### src/rtl/swarm_pkg.sv
// Shared types, register addresses and defaults for the swarm task pipeline.
package swarm;

    localparam int unsigned RW_PEND_DEPTH = 4;

    localparam logic [15:0] RW_BASE_ADDR                        = 16'h0010;
    localparam logic [15:0] CORE_FIFO_OUT_ALMOST_FULL_THRESHOLD = 16'h0014;
    localparam logic [15:0] RW_READ_COUNT                       = 16'h0020;
    localparam logic [15:0] RW_READ_STATUS                      = 16'h0024;

    typedef logic [7:0]  fifo_size_t;
    typedef logic [31:0] ts_t;
    typedef logic [31:0] locale_t;
    typedef logic [31:0] object_t;
    typedef logic [3:0]  ttype_t;
    typedef logic [5:0]  cq_slice_slot_t;
    typedef logic [3:0]  thread_id_t;

    typedef struct packed {
        ts_t         ts;
        locale_t     locale;
        ttype_t      ttype;
        logic [63:0] args;
    } task_t;

    typedef struct packed {
        task_t          task_desc;
        cq_slice_slot_t cq_slot;
        thread_id_t     thread;
    } ro1_in_t;

    typedef struct packed {
        task_t          task_desc;
        cq_slice_slot_t cq_slot;
        thread_id_t     thread;
    } rw_read_t;

    typedef struct packed {
        task_t          task_desc;
        cq_slice_slot_t cq_slot;
        thread_id_t     thread;
        object_t        object;
    } rw_write_t;

endpackage

### src/rtl/reg_bus_t.sv
// Simple configuration/status register bus: write channel plus a
// one-cycle-latency read channel.
interface reg_bus_t;
    logic        wvalid;
    logic [15:0] waddr;
    logic [31:0] wdata;
    logic        arvalid;
    logic [15:0] araddr;
    logic        rvalid;
    logic [31:0] rdata;

    modport master (output wvalid, waddr, wdata, arvalid, araddr,
                    input  rvalid, rdata);
    modport slave  (input  wvalid, waddr, wdata, arvalid, araddr,
                    output rvalid, rdata);
endinterface

### src/rtl/rw_pend_queue.sv
// Circular buffer of in-flight read tasks: allocated on issue, filled in
// order by read responses, dequeued in order once filled.
module rw_pend_queue
    import swarm::*;
#(
    parameter int unsigned PEND_DEPTH = RW_PEND_DEPTH
) (
    input  logic       clk,
    input  logic       rstn,
    input  logic       alloc_en,
    input  rw_read_t   alloc_task,
    input  logic       fill_en,
    input  object_t    fill_obj,
    output logic       fill_ready,
    output logic [3:0] fill_word,
    input  logic       deq_en,
    output logic       head_valid,
    output rw_write_t  head_task
);

    localparam int unsigned PW = $clog2(PEND_DEPTH);

    rw_read_t              mem [PEND_DEPTH];
    object_t               obj [PEND_DEPTH];
    logic [PW-1:0]         alloc_ptr, fill_ptr, head_ptr;
    logic [PEND_DEPTH-1:0] valid_q, filled_q, valid_d, filled_d;

    // Flag update; a dequeue frees a slot before an allocation may reuse it
    // in the same cycle, and a fresh allocation always starts unfilled.
    always_comb begin
        valid_d  = valid_q;
        filled_d = filled_q;
        if (deq_en) begin
            valid_d[head_ptr]  = 1'b0;
            filled_d[head_ptr] = 1'b0;
        end
        if (fill_en)
            filled_d[fill_ptr] = 1'b1;
        if (alloc_en) begin
            valid_d[alloc_ptr]  = 1'b1;
            filled_d[alloc_ptr] = 1'b0;
        end
    end

    // Pointers and flags, cleared by reset.
    always_ff @(posedge clk) begin
        if (!rstn) begin
            alloc_ptr <= '0;
            fill_ptr  <= '0;
            head_ptr  <= '0;
            valid_q   <= '0;
            filled_q  <= '0;
        end else begin
            valid_q  <= valid_d;
            filled_q <= filled_d;
            if (alloc_en) alloc_ptr <= alloc_ptr + 1'b1;
            if (fill_en)  fill_ptr  <= fill_ptr + 1'b1;
            if (deq_en)   head_ptr  <= head_ptr + 1'b1;
        end
    end

    // Entry payload storage; no reset needed, guarded by the flags.
    always_ff @(posedge clk) begin
        if (alloc_en) mem[alloc_ptr] <= alloc_task;
        if (fill_en)  obj[fill_ptr]  <= fill_obj;
    end

    // Fill-side and head-side views of the buffer.
    always_comb begin
        fill_ready          = valid_q[fill_ptr] & ~filled_q[fill_ptr];
        fill_word           = mem[fill_ptr].task_desc.locale[3:0];
        head_valid          = valid_q[head_ptr] & filled_q[head_ptr];
        head_task.task_desc = mem[head_ptr].task_desc;
        head_task.cq_slot   = mem[head_ptr].cq_slot;
        head_task.thread    = mem[head_ptr].thread;
        head_task.object    = obj[head_ptr];
    end

endmodule

### src/rtl/read_rw.sv
// Read stage for read-write tasks: issues a data-array read per task,
// matches in-order responses to pending tasks and emits task plus object.
module read_rw
    import swarm::*;
#(
    parameter int unsigned PEND_DEPTH = RW_PEND_DEPTH
) (
    input  logic           clk,
    input  logic           rstn,
    input  logic           task_in_valid,
    output logic           task_in_ready,
    input  rw_read_t       task_in,
    output logic           arvalid,
    input  logic           arready,
    output logic [31:0]    araddr,
    input  logic           rvalid,
    input  logic [511:0]   rdata,
    output logic           task_out_valid,
    input  logic           task_out_ready,
    output rw_write_t      task_out,
    input  fifo_size_t     task_out_fifo_occ,
    reg_bus_t.slave        reg_bus
);

    localparam int unsigned      CW      = $clog2(PEND_DEPTH + 1);
    localparam logic [CW-1:0]    CNT_MAX = CW'(PEND_DEPTH);

    logic [CW-1:0] pend_cnt;
    logic [31:0]   base_rw_addr;
    logic [31:0]   read_cnt;
    fifo_size_t    almost_full_thresh;
    logic          err_spurious;

    logic          head_valid, fill_ready, fill_en, spurious, issue, deq;
    logic [3:0]    fill_word;
    object_t       fill_obj;
    logic          unused_wdata;

    assign unused_wdata = ^reg_bus.wdata[31:30];

    // Issue/dequeue handshakes; a dequeue frees room for an issue in the same cycle.
    always_comb begin
        task_out_valid = head_valid & rstn;
        deq            = task_out_valid & task_out_ready;
        arvalid        = rstn & task_in_valid
                       & ((pend_cnt < CNT_MAX) | deq)
                       & (task_out_fifo_occ < almost_full_thresh);
        task_in_ready  = arvalid & arready;
        issue          = task_in_ready;
        araddr         = base_rw_addr + {task_in.task_desc.locale[29:0], 2'b00};
        fill_en        = rvalid & fill_ready;
        spurious       = rvalid & ~fill_ready;
        fill_obj       = rdata[{fill_word, 5'd0} +: 32];
    end

    rw_pend_queue #(
        .PEND_DEPTH (PEND_DEPTH)
    ) u_pend (
        .clk        (clk),
        .rstn       (rstn),
        .alloc_en   (issue),
        .alloc_task (task_in),
        .fill_en    (fill_en),
        .fill_obj   (fill_obj),
        .fill_ready (fill_ready),
        .fill_word  (fill_word),
        .deq_en     (deq),
        .head_valid (head_valid),
        .head_task  (task_out)
    );

    // Occupancy, counters, configuration and register read-back.
    always_ff @(posedge clk) begin
        if (!rstn) begin
            pend_cnt           <= '0;
            read_cnt           <= '0;
            err_spurious       <= 1'b0;
            base_rw_addr       <= '0;
            almost_full_thresh <= '1;
            reg_bus.rvalid     <= 1'b0;
            reg_bus.rdata      <= '0;
        end else begin
            case ({issue, deq})
                2'b10:   pend_cnt <= pend_cnt + 1'b1;
                2'b01:   pend_cnt <= pend_cnt - 1'b1;
                default: pend_cnt <= pend_cnt;
            endcase
            if (deq)      read_cnt     <= read_cnt + 32'd1;
            if (spurious) err_spurious <= 1'b1;
            if (reg_bus.wvalid) begin
                if (reg_bus.waddr == RW_BASE_ADDR)
                    base_rw_addr <= {reg_bus.wdata[29:0], 2'b00};
                else if (reg_bus.waddr == CORE_FIFO_OUT_ALMOST_FULL_THRESHOLD)
                    almost_full_thresh <= reg_bus.wdata[$bits(fifo_size_t)-1:0];
            end
            reg_bus.rvalid <= reg_bus.arvalid;
            if (reg_bus.araddr == RW_READ_COUNT)
                reg_bus.rdata <= read_cnt;
            else if (reg_bus.araddr == RW_READ_STATUS)
                reg_bus.rdata <= {31'b0, err_spurious};
            else
                reg_bus.rdata <= '0;
        end
    end

endmodule
### src/flat_wrapper.sv
// flat-port wrapper written by rule: the top's interface ports become plain ports
module read_rw_flat import swarm::*;
#(
    parameter int unsigned PEND_DEPTH = RW_PEND_DEPTH
)
  (clk, rstn, task_in_valid, task_in_ready, task_in, arvalid, arready, araddr, rvalid, rdata, task_out_valid, task_out_ready, task_out, task_out_fifo_occ, reg_bus_wvalid, reg_bus_waddr, reg_bus_wdata, reg_bus_arvalid, reg_bus_araddr, reg_bus_rvalid, reg_bus_rdata);
  reg_bus_t reg_bus_i ();
  input  logic clk;
  input  logic rstn;
  input  logic task_in_valid;
  output logic task_in_ready;
  input  rw_read_t task_in;
  output logic arvalid;
  input  logic arready;
  output logic [31:0] araddr;
  input  logic rvalid;
  input  logic [511:0] rdata;
  output logic task_out_valid;
  input  logic task_out_ready;
  output rw_write_t task_out;
  input  fifo_size_t task_out_fifo_occ;
  input wire logic [$bits(reg_bus_i.wvalid)-1:0] reg_bus_wvalid;
  input wire logic [$bits(reg_bus_i.waddr)-1:0] reg_bus_waddr;
  input wire logic [$bits(reg_bus_i.wdata)-1:0] reg_bus_wdata;
  input wire logic [$bits(reg_bus_i.arvalid)-1:0] reg_bus_arvalid;
  input wire logic [$bits(reg_bus_i.araddr)-1:0] reg_bus_araddr;
  output wire logic [$bits(reg_bus_i.rvalid)-1:0] reg_bus_rvalid;
  output wire logic [$bits(reg_bus_i.rdata)-1:0] reg_bus_rdata;
  assign reg_bus_i.wvalid = reg_bus_wvalid;
  assign reg_bus_i.waddr = reg_bus_waddr;
  assign reg_bus_i.wdata = reg_bus_wdata;
  assign reg_bus_i.arvalid = reg_bus_arvalid;
  assign reg_bus_i.araddr = reg_bus_araddr;
  assign reg_bus_rvalid = reg_bus_i.rvalid;
  assign reg_bus_rdata = reg_bus_i.rdata;
  read_rw #(.PEND_DEPTH(PEND_DEPTH)) u_core (.clk(clk), .rstn(rstn), .task_in_valid(task_in_valid), .task_in_ready(task_in_ready), .task_in(task_in), .arvalid(arvalid), .arready(arready), .araddr(araddr), .rvalid(rvalid), .rdata(rdata), .task_out_valid(task_out_valid), .task_out_ready(task_out_ready), .task_out(task_out), .task_out_fifo_occ(task_out_fifo_occ), .reg_bus(reg_bus_i));
endmodule
### config.mk
export PLATFORM = sky130hd
export DESIGN_NAME = read_rw_flat
export DESIGN_NICKNAME = d
export VERILOG_FILES = /design/src/rtl/swarm_pkg.sv /design/src/rtl/reg_bus_t.sv /design/src/rtl/rw_pend_queue.sv /design/src/rtl/read_rw.sv /design/src/flat_wrapper.sv
export SDC_FILE = /design/constraint.sdc
export NUM_CORES = 1
export LEC_CHECK = 0
export ABC_AREA = 1
export BUFFER_PORTS_ARGS = -buffer_cell sky130_fd_sc_hd__buf_2
export CORE_MARGIN = 4
export CORE_UTILIZATION = 26
export DETAILED_ROUTE_END_ITERATION = 16
export GPL_TIMING_DRIVEN = 1
export PLACE_DENSITY = 0.45
export SKIP_LAST_GASP = 1
export SLEW_MARGIN = 30
export SYNTH_ARGS = -nofsm -noshare
export SYNTH_HDL_FRONTEND = slang
export SYNTH_SLANG_ARGS = --single-unit
### constraint.sdc
create_clock -name clk -period 17 [get_ports clk]
set_input_delay 3.4 -clock clk [delete_from_list [all_inputs] [get_ports clk]]
set_output_delay 3.4 -clock clk [all_outputs]
set_load 0.03 [all_outputs]
## Word level (Yosys, flattened, before mapping)

Memory sizes are Yosys's and may differ from the RTL's. A register that Yosys moved wholly into a read port is not among the register bits.
Cells that the tools add are included.

- Equal/unequal tests: 6
- Add/sub/neg operators: 7
- Reductions and logical operators: 6
- Bitwise operators: 21
- Magnitude comparators: 8
- Shift operators: 1
- Muxes and demuxes: 32

Operator list:

| cell | number |
|---|---|
| indexed part select 512 x 10 -> 32 bit | 1 |
| adder 32 x 1 -> 32 bit (second input constant) | 1 |
| adder 32 bit | 1 |
| == test 16 x 5 -> 1 bit (second input constant) | 2 |
| == test 16 x 6 -> 1 bit (second input constant) | 2 |
| 2-to-1 mux 32 bit | 1 |
| 2-to-1 mux 4 bit | 5 |
| AND 4 bit | 3 |
| 2-to-1 mux 1 bit | 12 |
| 2-to-1 mux 2 bit | 6 |
| AND 1 bit | 10 |
| less-than comparator 2 x 3 -> 1 bit (second input constant) | 3 |
| binary-select mux 1 bit (select 2 bit) | 4 |
| less-than comparator 8 bit | 1 |
| NOT 4 bit | 2 |
| bitwise OR 4 bit | 2 |
| adder 2 x 1 -> 2 bit (second input constant) | 3 |
| demux 1 bit (select 2 bit) | 3 |
| >= comparator 2 x 1 -> 1 bit (second input constant) | 3 |
| case mux 3 bit (2 select lines) | 1 |
| adder 3 x 1 -> 3 bit (second input constant) | 1 |
| logical AND 1 bit | 3 |
| less-than comparator 3 bit (second input constant) | 1 |
| NOT 1 bit | 3 |
| other kinds (7) | 7 |

- Register bits after elaboration: 121
- Bits of input ports: 734
- Bits in writable memories: 696
- Memories: 2

Memory list:

| memory | depth | bits a word | rd ports | clocked after Yosys merged registers in | wr ports | RTL line | source |
|---|---|---|---|---|---|---|---|
| u_core.u_pend.mem | 4 | 142 | 2 | 2 | 1 | rw_pend_queue.sv:23 | `rw_read_t mem [PEND_DEPTH];` |
| u_core.u_pend.obj | 4 | 32 | 1 | 1 | 1 | rw_pend_queue.sv:24 | `object_t obj [PEND_DEPTH];` |

## Longest topological paths before layout

- Word-level depth: 11
- Gate-level depth with buffers: 15

## Hierarchy

Synthesis repeated with hierarchy kept, for this count alone.

- Cell total of the unflattened synthesis: 4120
- Area total of the unflattened synthesis: 39120.0 µm²

By module, submodules not included:

| module | instances | area each (µm²) | seq. area each (µm²) | cells each |
|---|---|---|---|---|
| rw_pend_queue | 1 | 28208.3 | 21260.4 | 2184 |
| read_rw | 1 | 10911.7 | 2142.1 | 1936 |

## Least setup slack after synthesis

Ideal clock, no wire load.

- Kind: input to output
- Start point: input task_in[78] (netlist name)
- End point: output araddr[18]
- Path buffers: 0
- Stages: 8
- Path slack: 8515 ps
- Arrival time: 5085 ps
- Cells stage by stage: ha_1 fa_1 nand3_1 nand2_1 and2_1 nor2_1 o21ai_0 xor2_1

- Cells in the longest elaborated chain, start to end: 1

Ends and longest elaborated chain:

| item | RTL line | source |
|---|---|---|
| start: declaration | flat_wrapper.sv:12 | `input rw_read_t task_in;` |
| adder 32 bit | read_rw.sv:50 | `araddr = base_rw_addr + {task_in.task_desc.locale[29:0], 2'b00};` |
| end: declaration | flat_wrapper.sv:15 | `output logic [31:0] araddr;` |

No other way between the ends.

## Worst setup path after layout

Same ends and word-level chain as after synthesis.

==> flow_summary.toml <==
[run_status]
status = "complete, no violations"

[synth]
ys.flop_type = "edfxtp_1"
ys_async_sr_fraction_pct = 0
synth_area_sq_um = 38900
muxShareOfSynthArea_pct = 0
avgSynthCellArea_sq_um = 9.60
netlist_instances = 4049
synth_edf_count = 696
synth_top_family_by_area = "simple AND/OR/NAND/NOR gates"
synth_compound_area_share_pct = 13.5
synth_cell_types = 37
yosys.area_share.simple_pct = 16.6
synth-seq-cells = 821
synth-seq-area-share_pct = 60.2
synth_adder_area_share_pct = 1.71
synth_xor_area_share_pct = 0.473
synth_warnings = 0

[drt]
dr.pass1.iters = 6
wire_per_inst_microns = 22.6
via_per_inst = 4.75
drt_wl_total_microns = 157000
vias = 32900
postRouteAntennaNets = 0
drtIter0Drc = 2537
drcViolationCount = 0

[floorplanning]
die_x_microns = 395
io-pin-count = 976
core-area_sq_um = 148000
placementRows = 141
start_util_pct = 26.2
die_y_microns = 395
die-area_sq_um = 156000

[final_layout]
final_common_cell = "buf_2"
layout_common_cells = "971 x buf_2, 696 x edfxtp_1, 681 x nand2_1, 547 x nor2_1, 426 x inv_1"
area_growth_pct = 24.0
final_area_sq_um = 48200
drive_gt1_share_pct = 23.3
nets = 5689

[power_and_ir_drop]
ir_worst_vdd_v = 0.0000726
power.total_mw = 4.72
p_per_area_nw_per_um2 = 98.0
leakagePower_nw = 19.8

[grt]
antenna_found_initial = 43
grt_overflow = 0
grt_usage_pct = 19.2
grt_pass1_wl_microns = 220000
grt_pass1_vias = 31100
grt_max_degree = 203

[timing]
clock_skew_ns = 0.0400
period_minus_slack_ns = 9.14
max_freq_mhz = 109
min_period_over_period_pct = 53.7
slew_headroom_pct = 31.9
setup_viol = 0
hold_viol_final = 0
hold_slack_ns = 0.459
slew_viol_final = 0
worst_pin_slew_ns = 1.02
fin_tns_setup_ns = 0
rsz0062_at_grt = "no"

[job]
maxCapViolCount = 0

[clock_tree]
postCtsHoldBufs = 0
clock_latency_ns = 0.69
cts-root-buf = "clkbuf_16"
clk_path_buf_depth = 3
cts_tree = "yes"
numCtsBuffers = 90
htree_levels = 3
cts.reportedPaths.clkPinSlew_ns = 0.05
cts_setup_buffers = 0
cts_sinks = 821
post_cts_resized = 0

[worst_setup_path]
crit_path_end_kind = "primary output"
cp.required_ns = 13.60
crit_fanout = 5
critPathLaunchType = "input pin"
worstSetupPathType = "input pin to primary output"
arrival_ns = 5.74
r2r_cells = 12

[placement]
port_buffers = 971
dp_hpwl_microns = 113000
placed_cell_area_sq_um = 45300
gp_congestion = 0.930

[min_path]
hold_depth = 1
hold_class = "flop to flop"
[through the flow]
stage / cells / util (%) / setup slack (ns)
2_1_floorplan: 4050 / - / 8.51
3_3_place_gp: 6739 / 30.5 / 7.85
3_5_place_dp: 6739 / 30.5 / 7.85
4_1_cts: 6904 / 32.4 / 7.84
5_1_grt: 6919 / 32.5 / 7.73
6_report: 6928 / 32.5 / 7.86
[registers in the layout, indices dropped and copies added (netlist names), named ones only]
signal	count
u_core.almost_full_thresh	8
u_core.base_rw_addr	30
u_core.err_spurious	1
u_core.pend_cnt	3
u_core.read_cnt	32
u_core.reg_bus.rdata	32
u_core.reg_bus.rvalid	1
u_core.u_pend.alloc_ptr	2
u_core.u_pend.fill_ptr	2
u_core.u_pend.filled_q	4
u_core.u_pend.head_ptr	2
u_core.u_pend.mem	568
u_core.u_pend.obj	128
u_core.u_pend.valid_q	4
[worst paths after layout]
path,from,slack [ns],end
hold / removal,u_core.pend_cnt[0],0.46,u_core.pend_cnt[0]
hold reg to reg,u_core.pend_cnt[0],0.46,u_core.pend_cnt[0]
setup / recovery,task_in[78],7.86,araddr[18]
setup reg to reg,flop,11.82,u_core.u_pend.obj[0][7]
[power breakdown]
part | internal (mW) | switching (mW)
sequential | 2.23 | 0.00608
combinational | 0.178 | 0.444
clock | 1.04 | 0.819
total | 3.45 | 1.27
[worst max-delay path, cell delays in order]
cell and delay (ns):
buf_2 0.14, ha_1 0.23, fa_1 0.53, nand3_1 0.12, nand2_1 0.15, and2_1 0.20, nor2_1 0.22, o21ai_0 0.20
xor2_1 0.29, buf_2 0.26
[logic make-up (layout without fill, tap and decap cells)]
kind of cell    after synthesis  count (layout)
buf+inv                     684            1610
flops                       821             821
fa+ha+maj                    52              52
compound gates              885             885
other cells                   1              24
simple gates               1585            1585
xor+xnor                     21              21
[routing by layer]
layer  vias up  share of wire [%]  global-route usage (%)
met5         -               0.16                       0
met4        36                1.6                    4.02
met3       181                9.7                    7.50
met2      1114                 43                    28.3
met1     15800                 46                    26.7
li1      15800                  -                       -
[Yosys cell counts (19+ instances only)]
cell | count | area [sq um]
ha_1 | 50 | 626
buf_2 | 77 | 385
nor2_1 | 547 | 2050
nand3_1 | 279 | 1400
o21ai_0 | 396 | 1980
inv_1 | 431 | 1620
xor2_1 | 19 | 166
o22ai_1 | 172 | 1080
nand4_1 | 20 | 125
dfxtp_1 | 125 | 2500
a21oi_1 | 82 | 410
nand2_1 | 685 | 2570
nor3_1 | 29 | 145
clkbuf_1 | 119 | 447
o211ai_1 | 226 | 1700
buf_4 | 28 | 210
edfxtp_1 | 696 | 20900
[cell type report]
cell class	instances	area, sq um
antenna	22	55.1
clock inverter	39	328
inverter	438	1680
clock buffer	126	2480
fill	15600	100000
timing repair buffer	1007	5200
multi-input combinational	2545	12600
sequential	821	23400
tap	1930	2410
No activity file was read; power rests on OpenSTA's default activity.
